===== src/rtl/instr_encoder.sv =====
// instr_encoder: RV32I field-to-word encoder with a single output register and a word-address counter.
// Define ENC_STRICT_EN to add immediate range checks to outErr.
module instr_encoder #(
  parameter int ADDR_W             = 10,
  parameter int unsigned BASE_ADDR = 0
) (
  input  logic              clk,
  input  logic              rst_n,
  input  logic              restart,
  input  logic              inValid,
  output logic              inReady,
  input  logic [3:0]        inFmt,
  input  logic [4:0]        inRd,
  input  logic [4:0]        inRs1,
  input  logic [4:0]        inRs2,
  input  logic [2:0]        inFunct3,
  input  logic [6:0]        inFunct7,
  input  logic [31:0]       inImm,
  output logic              outValid,
  input  logic              outReady,
  output logic [31:0]       outInstr,
  output logic [ADDR_W-1:0] outAddr,
  output logic              outErr
);

  localparam logic [ADDR_W-1:0] L_BASE = ADDR_W'(BASE_ADDR);

  localparam logic [6:0] OP_LUI    = 7'b0110111;
  localparam logic [6:0] OP_AUIPC  = 7'b0010111;
  localparam logic [6:0] OP_JAL    = 7'b1101111;
  localparam logic [6:0] OP_JALR   = 7'b1100111;
  localparam logic [6:0] OP_BRANCH = 7'b1100011;
  localparam logic [6:0] OP_LOAD   = 7'b0000011;
  localparam logic [6:0] OP_STORE  = 7'b0100011;
  localparam logic [6:0] OP_ALUI   = 7'b0010011;
  localparam logic [6:0] OP_ALUR   = 7'b0110011;

  logic              r_valid;
  logic [31:0]       r_instr;
  logic [ADDR_W-1:0] r_addr;
  logic              r_err;
  logic [ADDR_W-1:0] r_cnt;

  logic [31:0]       w_instr;
  logic              w_fmtErr;
  logic              w_rangeErr;
  logic              w_isShift;
  logic              w_handshake;
  logic              w_accept;
  logic [ADDR_W-1:0] w_nextCnt;

  assign w_isShift = (inFunct3 == 3'b001) || (inFunct3 == 3'b101);

  always_comb begin
    w_instr  = 32'h0;
    w_fmtErr = 1'b0;
    case (inFmt)
      4'd0: w_instr = {inImm[31:12], inRd, OP_LUI};
      4'd1: w_instr = {inImm[31:12], inRd, OP_AUIPC};
      4'd2: w_instr = {inImm[20], inImm[10:1], inImm[11], inImm[19:12], inRd, OP_JAL};
      4'd3: w_instr = {inImm[11:0], inRs1, inFunct3, inRd, OP_JALR};
      4'd4: w_instr = {inImm[12], inImm[10:5], inRs2, inRs1, inFunct3,
                       inImm[4:1], inImm[11], OP_BRANCH};
      4'd5: w_instr = {inImm[11:0], inRs1, inFunct3, inRd, OP_LOAD};
      4'd6: w_instr = {inImm[11:5], inRs2, inRs1, inFunct3, inImm[4:0], OP_STORE};
      4'd7: begin
        if (w_isShift) w_instr = {inFunct7, inImm[4:0], inRs1, inFunct3, inRd, OP_ALUI};
        else           w_instr = {inImm[11:0], inRs1, inFunct3, inRd, OP_ALUI};
      end
      4'd8: w_instr = {inFunct7, inRs2, inRs1, inFunct3, inRd, OP_ALUR};
      default: w_fmtErr = 1'b1;
    endcase
  end

`ifdef ENC_STRICT_EN
  logic w_iOk;
  logic w_bOk;
  logic w_jOk;

  // An immediate fits in N signed bits when every bit from N-1 upward equals the sign.
  assign w_iOk = (&inImm[31:11]) | ~(|inImm[31:11]);
  assign w_bOk = (&inImm[31:12]) | ~(|inImm[31:12]);
  assign w_jOk = (&inImm[31:20]) | ~(|inImm[31:20]);

  always_comb begin
    w_rangeErr = 1'b0;
    case (inFmt)
      4'd0, 4'd1:       w_rangeErr = (inImm[11:0] != 12'h0);
      4'd2:             w_rangeErr = ~w_jOk | inImm[0];
      4'd3, 4'd5, 4'd6: w_rangeErr = ~w_iOk;
      4'd4:             w_rangeErr = ~w_bOk | inImm[0];
      4'd7:             w_rangeErr = w_isShift ? (inImm[31:5] != 27'h0) : ~w_iOk;
      default:          w_rangeErr = 1'b0;
    endcase
  end
`else
  assign w_rangeErr = 1'b0;
`endif

  assign w_handshake = r_valid & outReady;
  assign inReady     = ~restart & (~r_valid | outReady);
  assign w_accept    = inValid & inReady;
  assign w_nextCnt   = r_cnt + ADDR_W'(w_handshake);

  // A word loaded in the same cycle as a handshake takes the already-advanced address.
  always_ff @(posedge clk or negedge rst_n) begin
    if (!rst_n) begin
      r_valid <= 1'b0;
      r_instr <= 32'h0;
      r_addr  <= L_BASE;
      r_err   <= 1'b0;
      r_cnt   <= L_BASE;
    end else if (restart) begin
      r_valid <= 1'b0;
      r_addr  <= L_BASE;
      r_cnt   <= L_BASE;
    end else begin
      r_cnt <= w_nextCnt;
      if (w_accept) begin
        r_valid <= 1'b1;
        r_instr <= w_instr;
        r_err   <= w_fmtErr | w_rangeErr;
        r_addr  <= w_nextCnt;
      end else if (w_handshake) begin
        r_valid <= 1'b0;
      end
    end
  end

  assign outValid = r_valid;
  assign outInstr = r_instr;
  assign outAddr  = r_addr;
  assign outErr   = r_err;

endmodule

===== config.mk =====
export PLATFORM = sky130hd
export DESIGN_NAME = instr_encoder
export DESIGN_NICKNAME = d
export VERILOG_FILES = /design/src/rtl/instr_encoder.sv
export SDC_FILE = /design/constraint.sdc
export NUM_CORES = 1
export LEC_CHECK = 0
export CORE_MARGIN = 4
export CORE_UTILIZATION = 47
export DETAILED_ROUTE_END_ITERATION = 6
export GPL_TIMING_DRIVEN = 1
export PLACE_DENSITY = 0.86
export SKIP_LAST_GASP = 1
export SYNTH_ARGS = -nofsm -noshare
export SYNTH_HDL_FRONTEND = slang
export SYNTH_SLANG_ARGS = --single-unit

===== constraint.sdc =====
create_clock -name clk -period 5.2 [get_ports clk]
set_clock_uncertainty 0.1 [all_clocks]
set_input_delay 0.52 -clock clk [delete_from_list [all_inputs] [get_ports clk]]
set_output_delay 0.52 -clock clk [all_outputs]
set_load 0.01 [all_outputs]

==> results of run 1 <==
path summary, 6_finish.rpt:
check                              from      endpoint
hold / removal                    rst_n      outValid
min in group clk           outInstr[10]  outInstr[10]
setup / recovery                restart    outAddr[4]
setup reg to reg               outValid  outInstr[29]
hold reg to reg            outInstr[10]  outInstr[10]
max in group asynchronous         rst_n  outInstr[30]
through the flow:
step           setup WS [ps]  instances  total power, mW  utilization (%)  hold slack (ps)
2_1_floorplan           3390        283            0.584                -              124
3_3_place_gp            2130        448            0.735             68.8              363
3_5_place_dp            1980        448            0.741             68.8              371
4_1_cts                 2300        456             1.07             71.2              248
5_1_grt                 2040        456             1.11             71.2              297
6_report                2310        456             1.06             71.2              222
synthesized netlist by cell type, types with 2 or more instances:
library cell	number	area, um^2
buf_2	8	40.0
nor3_1	5	25.0
and3_1	2	12.5
clkbuf_1	5	18.8
xor2_1	2	17.5
nand4_1	2	12.5
inv_1	4	15.0
a211oi_1	6	45.0
ha_1	2	25.0
mux2i_1	13	130
buf_1	2	7.51
nand2b_1	8	50.1
a2bb2oi_1	8	70.1
nand2_1	38	143
buf_6	2	22.5
a211oi_4	2	40.0
a31o_2	3	26.3
a21oi_1	12	60.1
o21ai_0	20	100
a22oi_1	5	37.5
a221oi_1	6	52.6
nor2b_1	5	31.3
dfrtp_1	53	1330
nand3_1	6	30.0
xnor2_1	6	52.6
o31ai_1	2	15.0
and2_1	2	12.5
buf_4	2	15.0
o21ai_1	9	45.0
a22o_1	5	43.8
nor2_1	24	90.1
area by class of cell:
| class | count | area, um^2 | share of cell area [%] |
|---|---|---|---|
| flip-flops and latches | 53 | 1330 | 33.4 |
| multi-input cells | 207 | 1290 | 32.6 |
| repair buffers | 112 | 1110 | 28.0 |
| well taps | 72 | 90.1 | 2.27 |
| clock buffers | 5 | 68.8 | 1.73 |
| clock inverters | 3 | 65.1 | 1.64 |
| inverters | 4 | 15.0 | 0.378 |
power breakdown:
| group | total, mW | internal [mW] | switching [mW] |
|---|---|---|---|
| Combinational | 0.261 | 0.147 | 0.113 |
| Clock | 0.330 | 0.191 | 0.139 |
| Sequential | 0.471 | 0.449 | 0.0221 |
| Total | 1.06 | 0.788 | 0.274 |
worst max-delay path, cell delays in order:
cell and delay, ps:
clkdlybuf4s50_1 930, inv_1 280, nand3_1 560, buf_4 370, nor3_1 90, a31o_2 250
flip-flops by register name, summed over array words and instances (netlist names):
register / flops
outAddr: 10
outInstr: 31
outValid: 1
r_cnt: 10
outErr: 1
routing by layer:
| layer | wire, um | vias up |
|---|---|---|
| met3 | 760 | 11 |
| met1 | 3010 | 1235 |
| li1 | - | 1204 |
| met5 | 0 | - |
| met4 | 111 | 0 |
| met2 | 3750 | 105 |
cell families (layout without fill, tap and decap cells):
logic type	count (synthesis)	count (layout)
simple gates	99	99
compound gates	84	84
flops	53	53
buf+inv	23	124
mux	14	14
xor+xnor	8	8
fa+ha+maj	2	2
==> results.json, run 1 <==
{
  "synth-main-ff-cell": "dfrtp_1",
  "cts_resized": 0,
  "grt_max_degree": 54,
  "grt.overflow.total": 0,
  "grt_util_all_layers_pct": 22.2,
  "clock_sinks": 53,
  "gr-usage-met3_pct": 7.75,
  "synth-adder-area-share_pct": 0.914,
  "synth-async-reset-ratio_pct": 100,
  "synth_compound_area_share_pct": 21.3,
  "final_nets": 451,
  "fin_crit_ps": 2890,
  "drive_gt1_share_pct": 5.47,
  "critPathMaxFanout": 20,
  "synth-seq-cells": 53,
  "antenna_found_initial": 0,
  "core_area_um2": 5570,
  "initial_core_util_pct": 49.1,
  "cts_tree": "yes",
  "clkSlewWorstSetupHoldPaths_ps": 90,
  "area_delta_synth_final_pct": 45.0,
  "powerDensity_nw_per_um2": 268,
  "fillers": 449,
  "rsz0062_at_grt": "false",
  "hold_viol_final": 0,
  "worst-setup-path-type": "input port to flop",
  "placedInstanceArea_um2": 3830,
  "status": "completed",
  "cp-end-kind": "flop",
  "drt-pass1-iter-count": 4,
  "synth_top_family_by_area": "compound AO/OA/AOI/OAI gates",
  "fin_area_um2": 3970,
  "wl_per_cell_um": 16.7,
  "fin_setup_tns_ps": 0,
  "grt_pass1_vias": 2690,
  "dp_hpwl_um": 5670,
  "grt_pass1_wl_um": 12800,
  "worstPathRequired_ps": 5300,
  "fp.dieH_um": 84.3,
  "max_freq_mhz": 346,
  "drv_slew": 0,
  "cts-buffers-inserted": 5,
  "holdCritPathClass": "input port to async pin",
  "syn_area_um2": 2740,
  "insertion_delay_ps": 300,
  "viasPerCell": 5.60,
  "worstPathArrival_ps": 2990,
  "via_count": 2555,
  "met2_usage_pct": 38.2,
  "post-route-drc-count": 0,
  "start_kind": "input port",
  "dieWidth_um": 84.3,
  "yosys_warnings": 0,
  "slew_headroom_pct": 40.7,
  "power_leakage_nw": 1.63,
  "maxCapViolations": 0,
  "ant_nets": 0,
  "synth_edf_count": 0,
  "synth.area.mux_share_pct": 5.16,
  "die-area_um2": 7110,
  "gp_congestion": 0.826,
  "synth_xor_area_share_pct": 2.56,
  "routed_wl_um": 7630,
  "ys_seq_area_share_pct": 48.4,
  "rrSetupSlack_ps": 3150,
  "finalCritPeriodShare_pct": 55.6,
  "avgSynthCellArea_um2": 9.67,
  "cts_buffer_depth": 2,
  "root_buffer": "clkbuf_8",
  "htreeDepth": 2,
  "pin_count": 111,
  "worst_slew_pin_slew_ps": 889,
  "grt-busiest-layer": "met2",
  "synth_cell_types": 45,
  "hold_buffers": 0,
  "met1_usage_pct": 26.2,
  "drtIter0Drc": 167,
  "r2r_cells": 5,
  "post-cts-setup-buffer-count": 0,
  "syn_inst": 283,
  "setup_viol": 0,
  "rows": 27,
  "portBuffers": 110,
  "final_cell_mix": "109 x clkdlybuf4s50_1, 53 x dfrtp_1, 38 x nand2_1",
  "synth-simple-area-share_pct": 17.3,
  "diodes": 0,
  "peakVddDrop_uv": 135,
  "layout_commonest_cell": "clkdlybuf4s50_1",
  "synth_nets": 351
}
(Power assumes the default switching activity.)
==> run 2: changes to the inputs <==
Settings changed: CORE_UTILIZATION 47 to 43, PLACE_DENSITY 0.86 to 0.8.
Clock period 5.2 ns to 2.98 ns, I/O delays scaled along.
==> results.json, run 2 (synthesis results as in run 1) <==
{
  "status": "completed",
  "cpMaxStageDelayCell": "clkdlybuf4s50_1",
  "final_cell_mix": "109 x clkdlybuf4s50_1, 53 x dfrtp_1, 38 x nand2_1",
  "worstPathArrival_ps": 2290,
  "cp.depth": 5,
  "cts_tree": "yes",
  "path_cells": "clkdlybuf4s50_1 > nor2b_1 > a21oi_1 > nand2b_1 > a31oi_1",
  "cp_slowest_stage_delay_ps": 710,
  "switching_power_mw": 0.482,
  "diodes": 0,
  "fp.dieH_um": 87.8,
  "r2r_cells": 7,
  "clkPwrFrac_pct": 27.9,
  "total_power_mw": 1.78,
  "insertion_delay_ps": 310,
  "pre_cts_ws_ps": 544,
  "pwr-share-seq_pct": 46.1,
  "peakVddDrop_uv": 206,
  "area_delta_synth_final_pct": 46.0,
  "drt-pass1-iter-count": 4,
  "rows": 28,
  "grt_pass1_vias": 2578,
  "ant_nets": 0,
  "htreeDepth": 2,
  "slew_headroom_pct": 48.5,
  "hold_depth": 2,
  "max_freq_mhz": 466,
  "antenna_found_initial": 0,
  "routed_wl_um": 7730,
  "p_comb_share_pct": 26.0,
  "setup_viol": 0,
  "layout_commonest_cell": "clkdlybuf4s50_1",
  "worstPathRequired_ps": 3120,
  "path_delay_family": "simple AND/OR/NAND/NOR gates",
  "via_count": 2559,
  "powerDensity_nw_per_um2": 445,
  "fin_util_pct": 66.0,
  "grt.overflow.total": 0,
  "pin_count": 111,
  "internal_power_mw": 1.30,
  "start_kind": "input port",
  "drv_slew": 0,
  "final_nets": 457,
  "drtIter0Drc": 117,
  "switching_share_pct": 27.1,
  "fin_setup_tns_ps": 0,
  "portBuffers": 110,
  "cts_buffer_depth": 2,
  "worst_slew_pin_slew_ps": 772,
  "critPathMaxFanout": 9,
  "largest_register_ffs": 31,
  "root_buffer": "clkbuf_8",
  "power_leakage_nw": 1.65,
  "dieWidth_um": 87.8,
  "finalCritPeriodShare_pct": 72.0,
  "grt_pass1_wl_um": 12500,
  "holdCritPathClass": "flop to flop",
  "worst-setup-path-type": "input port to flop",
  "initial_core_util_pct": 45.2,
  "fin_crit_ps": 2140,
  "post-cts-setup-buffer-count": 0,
  "core_area_um2": 6060,
  "post-route-drc-count": 0,
  "cts-buffers-inserted": 5,
  "clock_sinks": 53,
  "drive_gt1_share_pct": 6.41,
  "dp_hpwl_um": 5650,
  "grt_util_all_layers_pct": 20.8,
  "rsz0062_at_grt": "false",
  "maxCapViolations": 0,
  "hold_viol_final": 0,
  "gp_congestion": 0.845,
  "cp_num_buf_inv": 1,
  "viasPerCell": 5.50,
  "finalWorstSetupSlack_ps": 835,
  "die-area_um2": 7710,
  "wl_per_cell_um": 16.6,
  "grt_max_degree": 38,
  "clkSlewWorstSetupHoldPaths_ps": 100,
  "cp-end-kind": "flop"
}
==> run 2: area by class of cell <==
| class | count | area (um^2) |
|---|---|---|
| sequential | 53 | 1330 |
| tap | 75 | 93.8 |
| timing repair buffer | 118 | 1160 |
| inverter | 4 | 15.0 |
| multi-input combinational | 207 | 1290 |
| fill | 507 | 2060 |
| clock buffer | 6 | 72.6 |
| clock inverter | 2 | 38.8 |
==> run 2: tightest hold or removal path, cell delays in order (launching register included) <==
cell and delay (ps):
dfrtp_1 360, nand2_1 50, nand2_1 50
==> run 2: power by group through the flow <==
stage	logic, mW	clock network (mW)	registers, mW
after floorplan	0.158	0	0.861
after detailed placement	0.463	0	0.834
final	0.462	0.497	0.822
after global placement	0.456	0	0.832
after CTS	0.467	0.503	0.821
after global routing	0.502	0.531	0.831
==> run 2: final timing paths <==
path,start,end,slack [ps]
max,inFmt[2],outInstr[31],840
min,outInstr[2],outInstr[2],390
max reg2reg,outValid,outAddr[4],1080
min reg2reg,outInstr[2],outInstr[2],390
max in group asynchronous,rst_n,outAddr[1],1510
min in group asynchronous,rst_n,outAddr[2],490
==> run 2: metrics by stage <==
| stage | area (um^2) | cells | hold slack, ps |
|---|---|---|---|
| 5_1_grt | 4000 | 465 | 430 |
| 6_report | 4000 | 465 | 388 |
| 4_1_cts | 4000 | 465 | 392 |
| 3_3_place_gp | 3880 | 456 | 306 |
| 2_1_floorplan | 2740 | 283 | -97.6 |
| 3_5_place_dp | 3880 | 456 | 310 |
==> run 2: layer usage <==
layer | up-vias | GRT usage (%) | part of all wire (%)
met4 | 0 | 6.56 | 1.8
met1 | 1215 | 27.4 | 42
met2 | 111 | 33.1 | 47
met3 | 10 | 6.30 | 9.3
met5 | - | 0 | 0
li1 | 1223 | - | -
==> run 2: timing repair <==
| item | in CTS | in global routing |
|---|---|---|
| gates resized for setup | 0 | 0 |
| hold buffers | 1 | 0 |
| setup endpoints to repair | 0 | 0 |
| endpoints found under the hold margin | 32 | 0 |
==> run 3: changes to the inputs <==
Clock period 2.98 ns to 2 ns, I/O delays scaled along.
==> results.json, run 3 (synthesis results as in run 1) <==
{
  "status": "completed",
  "worst-setup-path-type": "flop to flop",
  "drive_gt1_share_pct": 10.1,
  "routed_wl_um": 7850,
  "layout_commonest_cell": "clkdlybuf4s50_1",
  "grt.overflow.total": 0,
  "start_kind": "flop",
  "cp-end-kind": "flop",
  "htreeDepth": 2,
  "dieWidth_um": 87.8,
  "worstPathRequired_ps": 2110,
  "dp_hpwl_um": 6040,
  "hold_viol_final": 0,
  "root_buffer": "clkbuf_8",
  "drtIter0Drc": 106,
  "via_count": 2639,
  "portBuffers": 110,
  "drv_slew": 0,
  "grt_pass1_vias": 2731,
  "whs_ps": 255,
  "critPathMaxFanout": 4,
  "powerDensity_nw_per_um2": 656,
  "final_nets": 472,
  "gp_congestion": 0.849,
  "fin_util_pct": 68.4,
  "grt_pass1_wl_um": 12700,
  "fin_crit_ps": 1820,
  "final_cell_mix": "109 x clkdlybuf4s50_1, 53 x dfrtp_1, 38 x nand2_1",
  "core_area_um2": 6060,
  "post-route-drc-count": 0,
  "maxCapViolations": 0,
  "area_delta_synth_final_pct": 51.4,
  "rows": 28,
  "cts_buffer_depth": 2,
  "peakVddDrop_uv": 375,
  "wl_per_cell_um": 16.4,
  "holdCritPathClass": "input port to async pin",
  "finalCritPeriodShare_pct": 91.1,
  "slew_headroom_pct": 65.4,
  "die-area_um2": 7710,
  "viasPerCell": 5.50,
  "rsz0062_at_grt": "false",
  "pin_count": 111,
  "clock_sinks": 53,
  "largest_register_ffs": 31,
  "cts-buffers-inserted": 5,
  "grt_max_degree": 26,
  "worstPathArrival_ps": 1930,
  "antenna_found_initial": 0,
  "diodes": 0,
  "grt_util_all_layers_pct": 21.1,
  "initial_core_util_pct": 45.2,
  "ant_nets": 0,
  "clkSlewWorstSetupHoldPaths_ps": 100,
  "power_leakage_nw": 1.73,
  "finalWorstSetupSlack_ps": 177,
  "cts_resized": 0,
  "insertion_delay_ps": 310,
  "pre_cts_ws_ps": -83.8,
  "max_freq_mhz": 549,
  "setup_viol": 0,
  "total_power_mw": 2.72,
  "drt-pass1-iter-count": 4,
  "cts_tree": "yes",
  "worst_slew_pin_slew_ps": 520,
  "fp.dieH_um": 87.8
}
run 3: cell count changes in the layout (fill, tap and decap cells not counted), sizes merged:
cell	previous run	this run
clkinvlp	0	1
buf	8	23
clkinv	1	0
run 3: where the power goes:
group / internal (mW) / switching (mW)
sequential: 1.17 / 0.0539
clock: 0.407 / 0.371
combinational: 0.414 / 0.303
run 3: worst paths after layout:
path | startpoint | end | slack (ps) | cells after the start
worst max-delay path | outValid | outAddr[4] | 180 | 7
worst min-delay path | rst_n | outValid | 260 | 2
worst max register to register | outValid | outAddr[4] | 180 | 7
worst min register to register | outErr | outErr | 390 | 2
max in group asynchronous | rst_n | outInstr[26] | 940 | 3
min in group clk | inFunct7[2] | outInstr[27] | 340 | 3
run 3: stage by stage:
stage                     cells  TNS, ps  cell area, um^2
after CTS                   480        0             4140
after detailed placement    471     -669             4010
after global placement      471        0             4010
after global routing        480        0             4140
after floorplan             283        0             2740
final                       480        0             4140
run 3: what timing repair did:
action                                 4_1_cts  5_1_grt
hold buffers                                 1        0
setup buffers                                0        0
endpoints found under the hold margin       19        0
run 3: worst max-delay path: stages, from the launching register on:
cell	delay (ps)
dfrtp_1	410
and2_1	160
ha_1	210
ha_1	240
nand3_1	110
xor2_1	200
nor3_1	80
a31o_2	210
run 3: per-layer routing:
layer / GRT usage, % / vias to the layer above / wire (um)
li1: - / 1247 / -
met1: 26.1 / 1269 / 3130
met2: 34.9 / 114 / 3790
met3: 7.53 / 9 / 824
met4: 6.28 / 0 / 104
met5: 0 / - / 0
run 3: area by class of cell:
class                      count  area (um^2)
fill                         501         1920
sequential                    53         1330
timing repair buffer         133         1300
multi-input combinational    207         1290
tap                           75         93.8
clock buffer                   6         82.6
clock inverter                 2         37.5
inverter                       4         15.0
